### src/rtl/rf_read_sequencer_if.sv
// Decode / register-file / writeback / execute signals around the operand read sequencer.
// The slave view belongs to the sequencer; the master view belongs to its surroundings.
interface rf_read_sequencer_if #(
  parameter int XLEN  = 32,
  parameter int REG_W = 5
);
  logic             req_valid;
  logic             req_ready;
  logic [REG_W-1:0] rs1_addr;
  logic [REG_W-1:0] rs2_addr;
  logic             rs1_rden;
  logic             rs2_rden;
  logic             rf_rd_en;
  logic [REG_W-1:0] rf_rd_addr;
  logic [XLEN-1:0]  rf_rd_data;
  logic             wb_en;
  logic [REG_W-1:0] wb_addr;
  logic [XLEN-1:0]  wb_data;
  logic             op_valid;
  logic             op_ready;
  logic [XLEN-1:0]  rs1_data;
  logic [XLEN-1:0]  rs2_data;
  logic             stall;

  modport slave (
    input  req_valid, rs1_addr, rs2_addr, rs1_rden, rs2_rden,
    input  rf_rd_data, wb_en, wb_addr, wb_data, op_ready,
    output req_ready, rf_rd_en, rf_rd_addr, op_valid, rs1_data, rs2_data, stall
  );

  modport master (
    output req_valid, rs1_addr, rs2_addr, rs1_rden, rs2_rden,
    output rf_rd_data, wb_en, wb_addr, wb_data, op_ready,
    input  req_ready, rf_rd_en, rf_rd_addr, op_valid, rs1_data, rs2_data, stall
  );
endinterface

### src/rtl/rf_read_sequencer.sv
// Issues up to two reads on a single-port register file for one decoded instruction,
// keeps the captured operands coherent with writeback, and hands them to execute.
module rf_read_sequencer #(
  parameter int XLEN  = 32,
  parameter int REG_W = 5
) (
  input  logic                 clk,
  input  logic                 rst,
  rf_read_sequencer_if.slave   bus
);

  typedef enum logic [1:0] {IDLE, RS1, RS2, OUT} state_t;

  state_t           state_q, state_d;
  logic [REG_W-1:0] a1_q, a2_q;
  logic             need1_q, need2_q;
  logic [XLEN-1:0]  rs1_q, rs2_q;
  logic             byp_vld_p1;
  logic [XLEN-1:0]  byp_data_p1;

  logic             need1_in, need2_in, accept;
  logic             req_ready_c, rd_en_c;
  logic [REG_W-1:0] rd_addr_c;
  logic             hit1, hit2;

  // Captured value: same-cycle writeback beats the issue-cycle bypass, which beats the RF.
  function automatic logic [XLEN-1:0] cap_sel(input logic            hit,
                                              input logic            byp_vld,
                                              input logic [XLEN-1:0] byp_data,
                                              input logic [XLEN-1:0] wb_data,
                                              input logic [XLEN-1:0] rd_data);
    if (hit)          return wb_data;
    else if (byp_vld) return byp_data;
    else              return rd_data;
  endfunction

  assign need1_in = bus.rs1_rden && (bus.rs1_addr != '0);
  assign need2_in = bus.rs2_rden && (bus.rs2_addr != '0);
  assign accept   = bus.req_valid && req_ready_c;
  assign hit1     = bus.wb_en && need1_q && (bus.wb_addr == a1_q);
  assign hit2     = bus.wb_en && need2_q && (bus.wb_addr == a2_q);

  always_ff @(posedge clk) begin
    if (rst) state_q <= IDLE;
    else     state_q <= state_d;
  end

  always_comb begin
    state_d = state_q;
    case (state_q)
      IDLE:    if (accept) state_d = need1_in ? RS1 : (need2_in ? RS2 : OUT);
      RS1:     state_d = need2_q ? RS2 : OUT;
      RS2:     state_d = OUT;
      OUT:     if (bus.op_ready) state_d = IDLE;
      default: state_d = IDLE;
    endcase
  end

  always_comb begin
    req_ready_c = (state_q == IDLE) && !rst;
    rd_en_c     = 1'b0;
    rd_addr_c   = '0;
    if (!rst) begin
      case (state_q)
        IDLE: begin
          if (bus.req_valid && need1_in) begin
            rd_en_c   = 1'b1;
            rd_addr_c = bus.rs1_addr;
          end else if (bus.req_valid && need2_in) begin
            rd_en_c   = 1'b1;
            rd_addr_c = bus.rs2_addr;
          end
        end
        RS1: begin
          if (need2_q) begin
            rd_en_c   = 1'b1;
            rd_addr_c = a2_q;
          end
        end
        default: ;
      endcase
    end
  end

  assign bus.req_ready  = req_ready_c;
  assign bus.rf_rd_en   = rd_en_c;
  assign bus.rf_rd_addr = rd_addr_c;
  assign bus.op_valid   = (state_q == OUT);
  assign bus.rs1_data   = rs1_q;
  assign bus.rs2_data   = rs2_q;
  assign bus.stall      = bus.req_valid && !req_ready_c;

  // ---- issue stage (p0) -> capture stage (p1) ----
  always_ff @(posedge clk) begin
    byp_data_p1 <= bus.wb_data;
    if (accept) begin
      a1_q <= bus.rs1_addr;
      a2_q <= bus.rs2_addr;
    end
  end

  always_ff @(posedge clk) begin
    if (rst) begin
      need1_q    <= 1'b0;
      need2_q    <= 1'b0;
      byp_vld_p1 <= 1'b0;
      rs1_q      <= '0;
      rs2_q      <= '0;
    end else begin
      // The RF returns the pre-write value when a read and a write to it share a cycle.
      byp_vld_p1 <= rd_en_c && bus.wb_en && (bus.wb_addr != '0) && (bus.wb_addr == rd_addr_c);
      case (state_q)
        IDLE: begin
          if (accept) begin
            need1_q <= need1_in;
            need2_q <= need2_in;
            rs1_q   <= '0;
            rs2_q   <= '0;
          end
        end
        RS1: rs1_q <= cap_sel(hit1, byp_vld_p1, byp_data_p1, bus.wb_data, bus.rf_rd_data);
        RS2: begin
          rs2_q <= cap_sel(hit2, byp_vld_p1, byp_data_p1, bus.wb_data, bus.rf_rd_data);
          if (hit1) rs1_q <= bus.wb_data;
        end
        OUT: begin
          if (!bus.op_ready) begin
            if (hit1) rs1_q <= bus.wb_data;
            if (hit2) rs2_q <= bus.wb_data;
          end
        end
        default: ;
      endcase
    end
  end

endmodule
### src/flat_wrapper.sv
// flat-port wrapper written by rule: the top's interface ports become plain ports
module rf_read_sequencer_flat 
#(
  parameter int XLEN  = 32,
  parameter int REG_W = 5
)
  (clk, rst, bus_req_valid, bus_rs1_addr, bus_rs2_addr, bus_rs1_rden, bus_rs2_rden, bus_rf_rd_data, bus_wb_en, bus_wb_addr, bus_wb_data, bus_op_ready, bus_req_ready, bus_rf_rd_en, bus_rf_rd_addr, bus_op_valid, bus_rs1_data, bus_rs2_data, bus_stall);
  rf_read_sequencer_if #(.XLEN(XLEN), .REG_W(REG_W)) bus_i ();
  input  logic clk;
  input  logic rst;
  input wire logic [$bits(bus_i.req_valid)-1:0] bus_req_valid;
  input wire logic [$bits(bus_i.rs1_addr)-1:0] bus_rs1_addr;
  input wire logic [$bits(bus_i.rs2_addr)-1:0] bus_rs2_addr;
  input wire logic [$bits(bus_i.rs1_rden)-1:0] bus_rs1_rden;
  input wire logic [$bits(bus_i.rs2_rden)-1:0] bus_rs2_rden;
  input wire logic [$bits(bus_i.rf_rd_data)-1:0] bus_rf_rd_data;
  input wire logic [$bits(bus_i.wb_en)-1:0] bus_wb_en;
  input wire logic [$bits(bus_i.wb_addr)-1:0] bus_wb_addr;
  input wire logic [$bits(bus_i.wb_data)-1:0] bus_wb_data;
  input wire logic [$bits(bus_i.op_ready)-1:0] bus_op_ready;
  output wire logic [$bits(bus_i.req_ready)-1:0] bus_req_ready;
  output wire logic [$bits(bus_i.rf_rd_en)-1:0] bus_rf_rd_en;
  output wire logic [$bits(bus_i.rf_rd_addr)-1:0] bus_rf_rd_addr;
  output wire logic [$bits(bus_i.op_valid)-1:0] bus_op_valid;
  output wire logic [$bits(bus_i.rs1_data)-1:0] bus_rs1_data;
  output wire logic [$bits(bus_i.rs2_data)-1:0] bus_rs2_data;
  output wire logic [$bits(bus_i.stall)-1:0] bus_stall;
  assign bus_i.req_valid = bus_req_valid;
  assign bus_i.rs1_addr = bus_rs1_addr;
  assign bus_i.rs2_addr = bus_rs2_addr;
  assign bus_i.rs1_rden = bus_rs1_rden;
  assign bus_i.rs2_rden = bus_rs2_rden;
  assign bus_i.rf_rd_data = bus_rf_rd_data;
  assign bus_i.wb_en = bus_wb_en;
  assign bus_i.wb_addr = bus_wb_addr;
  assign bus_i.wb_data = bus_wb_data;
  assign bus_i.op_ready = bus_op_ready;
  assign bus_req_ready = bus_i.req_ready;
  assign bus_rf_rd_en = bus_i.rf_rd_en;
  assign bus_rf_rd_addr = bus_i.rf_rd_addr;
  assign bus_op_valid = bus_i.op_valid;
  assign bus_rs1_data = bus_i.rs1_data;
  assign bus_rs2_data = bus_i.rs2_data;
  assign bus_stall = bus_i.stall;
  rf_read_sequencer #(.XLEN(XLEN), .REG_W(REG_W)) u_core (.clk(clk), .rst(rst), .bus(bus_i));
endmodule
### config.mk
export PLATFORM = sky130hd
export DESIGN_NAME = rf_read_sequencer_flat
export DESIGN_NICKNAME = d
export VERILOG_FILES = /design/src/rtl/rf_read_sequencer_if.sv /design/src/rtl/rf_read_sequencer.sv /design/src/flat_wrapper.sv
export SDC_FILE = /design/constraint.sdc
export NUM_CORES = 1
export LEC_CHECK = 0
export BUFFER_PORTS_ARGS = -buffer_cell sky130_fd_sc_hd__buf_2
export CAP_MARGIN = 20
export CORE_ASPECT_RATIO = 0.7
export CORE_MARGIN = 10
export CORE_UTILIZATION = 50
export CTS_CLUSTER_DIAMETER = 40
export DETAILED_ROUTE_END_ITERATION = 10
export PLACE_DENSITY = 0.81
export SYNTH_ARGS = -nofsm -noshare
export SYNTH_HDL_FRONTEND = slang
export SYNTH_SLANG_ARGS = --single-unit
### constraint.sdc
create_clock -name clk -period 2.67 [get_ports clk]
set_input_delay 0.1335 -clock clk [delete_from_list [all_inputs] [get_ports clk]]
set_output_delay 0.1335 -clock clk [all_outputs]
set_load 0.005 [all_outputs]
### After elaboration in Yosys (flattened, before gate mapping)

Index checks and enable logic that the tools add are counted.

* flip-flop bits (word level): 111
* input port bits: 86
* output and inout bits: 73
* word-level logic and storage cells: 70

* equality and inequality tests: 10
* multiplexer cells: 26
* reduce and logical (&&, ||, !) cells: 25

Operators by type and width (count)
* 32-bit 2-to-1 mux: 8
* 32-bit one-hot mux with 4 select lines: 1
* 32-bit one-hot mux with 3 select lines: 1
* 5-bit 2-to-1 mux: 4
* 5-bit equality test: 3
* 5-bit nonzero test: 3
* 1-bit logical AND: 14
* 5-bit one-hot mux with 2 select lines: 1
* 2-bit one-hot mux with 4 select lines: 1
* 1-bit 2-to-1 mux: 6
* 2-bit 2-to-1 mux: 3
* 2-bit AND reduction: 3
* 2-bit equality test (second input constant): 2
* 2-bit by 1-bit != test with 1-bit output (second input constant): 2
* 2-bit != test (second input constant): 2
* 4-bit AND reduction: 1
* 3-bit nonzero test: 1
* 2-bit by 1-bit equality test with 1-bit output (second input constant): 1
* 1-bit zero test: 2
* 2-bit zero test: 1
* 1-bit one-hot mux with 2 select lines: 1

### Depth between registers and ports, before layout

* word-level depth: 10
* gate-level depth with buffers: 8
* gate-level depth less buffers: 7

### Least setup slack after synthesis

Ideal clock, no wire load.

* path kind: register -> register
* start: register u_core.state_q[0]
* end: register u_core.rs2_q[0], in the netlist u_core.bus.rs2_data[0]
* library setup time: 136 ps
* arrival: 1727 ps
* data required time: 2534 ps
* slack: 806 ps
* cell stages (with the launch flop): 8
* buffers on the path: 1
* period minus slack after synthesis: 1864 ps
* path through: dfxtp_1 -> inv_1 -> ha_1 -> o21bai_1 -> a21o_1 -> o31ai_4 -> clkbuf_1 -> a31oi_1

* longest elaborated chain between the ends: 5
* elaborated cells between the ends (all ways): 11
* those cells by class: 5 x eq/ne; 1 x mux; 5 x reduce/logical

Ends and longest elaborated chain
* start: declaration: RTL line rf_read_sequencer.sv:14 `state_t state_q, state_d;`
* start signal: assignment: RTL line rf_read_sequencer.sv:45 `else state_q <= state_d;`
* 2-bit zero test: RTL line rf_read_sequencer.sv:60, rf_read_sequencer.sv:112
* 1-bit logical AND: RTL line rf_read_sequencer.sv:60 `req_ready_c = (state_q == IDLE) && !rst;`
* 1-bit logical AND: RTL line rf_read_sequencer.sv:39 `assign accept = bus.req_valid && req_ready_c;`
* 2-bit by 1-bit != test with 1-bit output (no line)
* 4-bit AND reduction (no line)
* end signal: assignment: RTL line rf_read_sequencer.sv:123 `rs2_q <= cap_sel(hit2, byp_vld_p1, byp_data_p1, bus.wb_data, bus.rf_rd_data);`
* end signal: assignment: RTL line rf_read_sequencer.sv:129 `if (hit2) rs2_q <= bus.wb_data;`
* end: declaration: RTL line rf_read_sequencer.sv:17 `logic [XLEN-1:0] rs1_q, rs2_q;`

Parallel ways exist; a longest one is shown, timed or not.
A chain may end at the register's enable or synchronous reset.

### Worst setup path in the final report

* start: register u_core.state_q[0]
* end: register u_core.rs1_q[17], in the netlist u_core.bus.rs1_data[17]

* longest elaborated chain between the ends: 5
* elaborated cells between the ends (all ways): 10
* those cells by class: 5 x eq/ne; 1 x mux; 4 x reduce/logical

Ends and longest elaborated chain
* 2-bit zero test: RTL line rf_read_sequencer.sv:60, rf_read_sequencer.sv:112
* 1-bit logical AND: RTL line rf_read_sequencer.sv:60
* 1-bit logical AND: RTL line rf_read_sequencer.sv:39
* 2-bit by 1-bit != test with 1-bit output (no line)
* 2-bit AND reduction (no line)
* end signal: assignment: RTL line rf_read_sequencer.sv:121 `RS1: rs1_q <= cap_sel(hit1, byp_vld_p1, byp_data_p1, bus.wb_data, bus.rf_rd_data);`
* end signal: assignment: RTL line rf_read_sequencer.sv:124 `if (hit1) rs1_q <= bus.wb_data;`
* end signal: assignment: RTL line rf_read_sequencer.sv:128 `if (hit1) rs1_q <= bus.wb_data;`
* end: declaration: RTL line rf_read_sequencer.sv:17

Parallel ways exist; a longest one is shown, timed or not.

==> metrics.log <==
INFO  metric num_rows = 30
INFO  metric finalCriticalPeriod = 2.49 ns
INFO  metric routed_wire_length_per_instance = 20.3 um
INFO  metric timing.final.hold_violations = 0
INFO  metric instances_no_fill = 826
INFO  metric unrepaired_setup_endpoints_after_global_routing = no
INFO  metric fill_cells = 790
INFO  metric worst_slew_pin_slew = 1.07 ns
INFO  metric route.vias.total = 5058
INFO  metric syn_area = 5040 sq um
INFO  metric grt_pass1_vias = 5101
INFO  metric ys.flop_type = sky130_fd_sc_hd__dfxtp_1
INFO  metric largest_net_degree_at_the_start_of_global_routing = 65
INFO  metric post_cts_hold_buffer_count = 34
INFO  metric clock-skew-final = 0.00844 ns
INFO  metric floorplan.die.height = 104 um
INFO  metric yosysSeqAreaShare = 0.461
INFO  metric synth_area_leaders = sky130_fd_sc_hd__dfxtp_1 40%, sky130_fd_sc_hd__mux2i_1 7.3%, sky130_fd_sc_hd__a221o_1 6.4%
INFO  metric postSynth.asyncResetShare = 0
INFO  metric cts-buffers-inserted = 9
INFO  metric antenna_cell_count = 0
INFO  metric tightest_slew_margin_relative_to_the_limit = 0.285
INFO  metric core_region_area = 9760 sq um
INFO  metric dr.pass1.iters = 5
INFO  metric area_delta_synth_final = 29.3%
INFO  metric start_util = 0.517
INFO  metric critPathArrivalTime = 2.77 ns
INFO  metric worst_hold_slack = 0.0157 ns
INFO  metric grt_use_total = 0.221
INFO  metric routed.top_layer = met4
INFO  metric hold_class = in -> reg
INFO  metric fraction_of_final_layout_cells_with_drive_strength_greater_than_1 = 0.281
INFO  metric synth_edf_count = 10
INFO  metric clock.fmax = 402 MHz
INFO  metric post_synth_num_cell_types = 53
INFO  metric cts.sinks = 111
INFO  metric amount_of_wire_on_met3_after_detailed_routing = 1740 um
INFO  metric grt_antenna_before_repair = 0
INFO  metric post-cts-setup-buffers = 0
INFO  metric cts.clk_slew.worst_paths = 0.07 ns
INFO  metric max-vdd-ir-drop = 0.000408 V
INFO  metric power.clock.fraction = 0.264
INFO  metric largest_area_contributor_in_the_netlist = sky130_fd_sc_hd__dfxtp_1
INFO  metric synthCells = 527
INFO  metric post-route-period-util = 0.932
INFO  metric startpoint_type = flip-flop
INFO  metric i_o_pin_count = 159
INFO  metric met2WireLength = 7770 um
INFO  metric layout_commonest_cell = sky130_fd_sc_hd__buf_2
INFO  metric fin_util = 0.668
INFO  metric cts-htree-levels = 3
INFO  metric placed_area = 5900 sq um
INFO  metric clkLatencyLatePin = 0.35 ns
INFO  metric power_frac_comb = 0.316
INFO  metric sequential_cell_area = 2320 sq um
INFO  metric global_route_wire_length_before_repair = 26900 um
INFO  metric postLayoutCellArea = 6520 sq um
INFO  metric drt_iter0_markers = 451
INFO  metric endpoint_class_of_the_critical_path = flip-flop
INFO  metric static-leakage-power = 2.65 nW
INFO  metric drc = 0
INFO  metric critPathKind = reg -> reg
INFO  metric multi_input_comb_area = 2460 sq um
INFO  metric place_congestion = 0.926
INFO  metric clock_tree.root_cell = sky130_fd_sc_hd__clkbuf_16
INFO  metric worst_case_clock_buffer_depth = 2
INFO  metric die_area = 14600 sq um
INFO  metric globalRoute.totalOverflow = 0
INFO  metric synth.net_count = 617
INFO  metric pwr_density_cell = 765 nW/um^2
INFO  metric detail-route-antenna-nets = 0
INFO  metric synth.top_cell.area_share = 0.401
INFO  metric outcome = complete, no violations
INFO  metric cts_tree = yes
INFO  metric cap_viol_max_count = 0
INFO  metric postCtsResizedCells = 0
INFO  metric switchingPower = 1.68 mW
INFO  metric dpl.cell_count = 777
INFO  metric power.switching_fraction = 0.337
INFO  metric place.detailed.hpwl = 11700 um
INFO  metric synth.avg_cell_area = 9.57 sq um
INFO  metric path_max_fanout = 32
INFO  metric pwr-share-seq = 0.420
INFO  metric wirelength = 16700 um
INFO  metric report.final.setup_viol = 0
INFO  metric synth_warnings = 0
INFO  metric highest_count_cells_in_the_layout_ignoring_fill_and_taps = 158 x sky130_fd_sc_hd__buf_2, 100 x sky130_fd_sc_hd__dfxtp_1, 40 x sky130_fd_sc_hd__nor2_1
INFO  metric crit_required = 2.96 ns
INFO  metric wl_met1 = 6890 um
INFO  metric fin_tns_setup = 0 ns
INFO  metric die_w = 140 um
INFO  metric ys_ff_latch = 111
INFO  metric timing.final.max_slew_violations = 0
INFO  metric post_drt_via_cell_ratio = 6.12
INFO  metric nets = 784
INFO  metric io_buffers = 158
INFO  metric int_pwr = 3.30 mW
## final timing paths
path,start,slack [ns],depth (start not counted),end
worst max-delay path,u_core.state_q[0],0.18,6,u_core.bus.rs1_data[17]
worst min-delay path,bus_rs1_addr[4],0.02,1,u_core.a1_q[4]
worst max register to register,u_core.state_q[0],0.18,6,u_core.bus.rs1_data[17]
worst min register to register,u_core.bus.rs1_data[12],0.49,1,u_core.bus.rs1_data[12]
## through the flow
| step | setup WS, ns | power (mW) |
|---|---|---|
| 6_report | 0.182 | 4.98 |
| 5_1_grt | 0.0272 | 5.24 |
| 4_1_cts | 0.213 | 4.99 |
| 3_5_place_dp | 0.242 | 3.64 |
| 3_3_place_gp | 0.395 | 3.59 |
| 2_1_floorplan | 0.806 | 3.04 |
## per-layer routing
metal,up-vias,global-route usage
met1,2381,0.278
met5,-,0
met4,0,0.0765
li1,2331,-
met2,313,0.349
met3,33,0.0666
## cells in the mapped netlist (3+ instances only)
master	count
sky130_fd_sc_hd__a21oi_1	9
sky130_fd_sc_hd__a221o_1	32
sky130_fd_sc_hd__a31oi_1	33
sky130_fd_sc_hd__a32o_1	4
sky130_fd_sc_hd__a32oi_1	3
sky130_fd_sc_hd__and2_1	4
sky130_fd_sc_hd__buf_2	13
sky130_fd_sc_hd__buf_4	4
sky130_fd_sc_hd__buf_6	3
sky130_fd_sc_hd__clkbuf_1	28
sky130_fd_sc_hd__dfxtp_1	101
sky130_fd_sc_hd__edfxtp_1	10
sky130_fd_sc_hd__ha_1	4
sky130_fd_sc_hd__inv_1	11
sky130_fd_sc_hd__mux2i_1	37
sky130_fd_sc_hd__nand2_1	35
sky130_fd_sc_hd__nand3_1	5
sky130_fd_sc_hd__nor2_1	40
sky130_fd_sc_hd__nor2b_1	5
sky130_fd_sc_hd__o211ai_1	31
sky130_fd_sc_hd__o21ai_0	39
sky130_fd_sc_hd__o21ai_1	28
sky130_fd_sc_hd__xnor2_1	11
## power groups by stage
stage	sequential, mW	clock (mW)	combinational, mW
finish	2.09	1.31	1.58
global route	2.12	1.39	1.74
CTS	2.09	1.33	1.56
detailed placement	2.12	0	1.52
global placement	2.12	0	1.48
floorplan	2.11	0	0.933
## kinds of logic after synthesis
group | share of synthesized area
AND/OR/NAND/NOR | 0.0973
multiplexers | 0.0735
AO/OA/AOI/OAI | 0.285
adder cells (fa/ha/maj) | 0.00993
XOR/XNOR | 0.0191
buffers and inverters | 0.0546
flip-flops | 0.461
## area by class of cell
cell class,count,area share
Clock buffer,11,0.0357
Clock inverter,4,0.00749
Inverter,11,0.00634
Multi-Input combinational cell,357,0.378
Sequential cell,111,0.356
Tap cell,128,0.0246
Timing Repair Buffer,204,0.191
## critical path: stages (launching register included)
cell                      delay (ns)
sky130_fd_sc_hd__dfxtp_1        0.35
sky130_fd_sc_hd__inv_1          0.10
sky130_fd_sc_hd__ha_1           0.49
sky130_fd_sc_hd__nor2b_1        0.22
sky130_fd_sc_hd__a21oi_1        0.08
sky130_fd_sc_hd__a31oi_4        0.90
sky130_fd_sc_hd__a221o_1        0.29
## registers in the layout (all words and copies together) (netlist names)
| register | flops |
|---|---|
| u_core.a1_q | 5 |
| u_core.a2_q | 5 |
| u_core.state_q | 2 |
| u_core.need1_q | 1 |
| u_core.byp_vld_p1 | 1 |
| u_core.byp_data_p1 | 32 |
| u_core.bus.rs2_data | 32 |
| u_core.need2_q | 1 |
| u_core.bus.rs1_data | 32 |
Power figures use the tool's default switching activity.
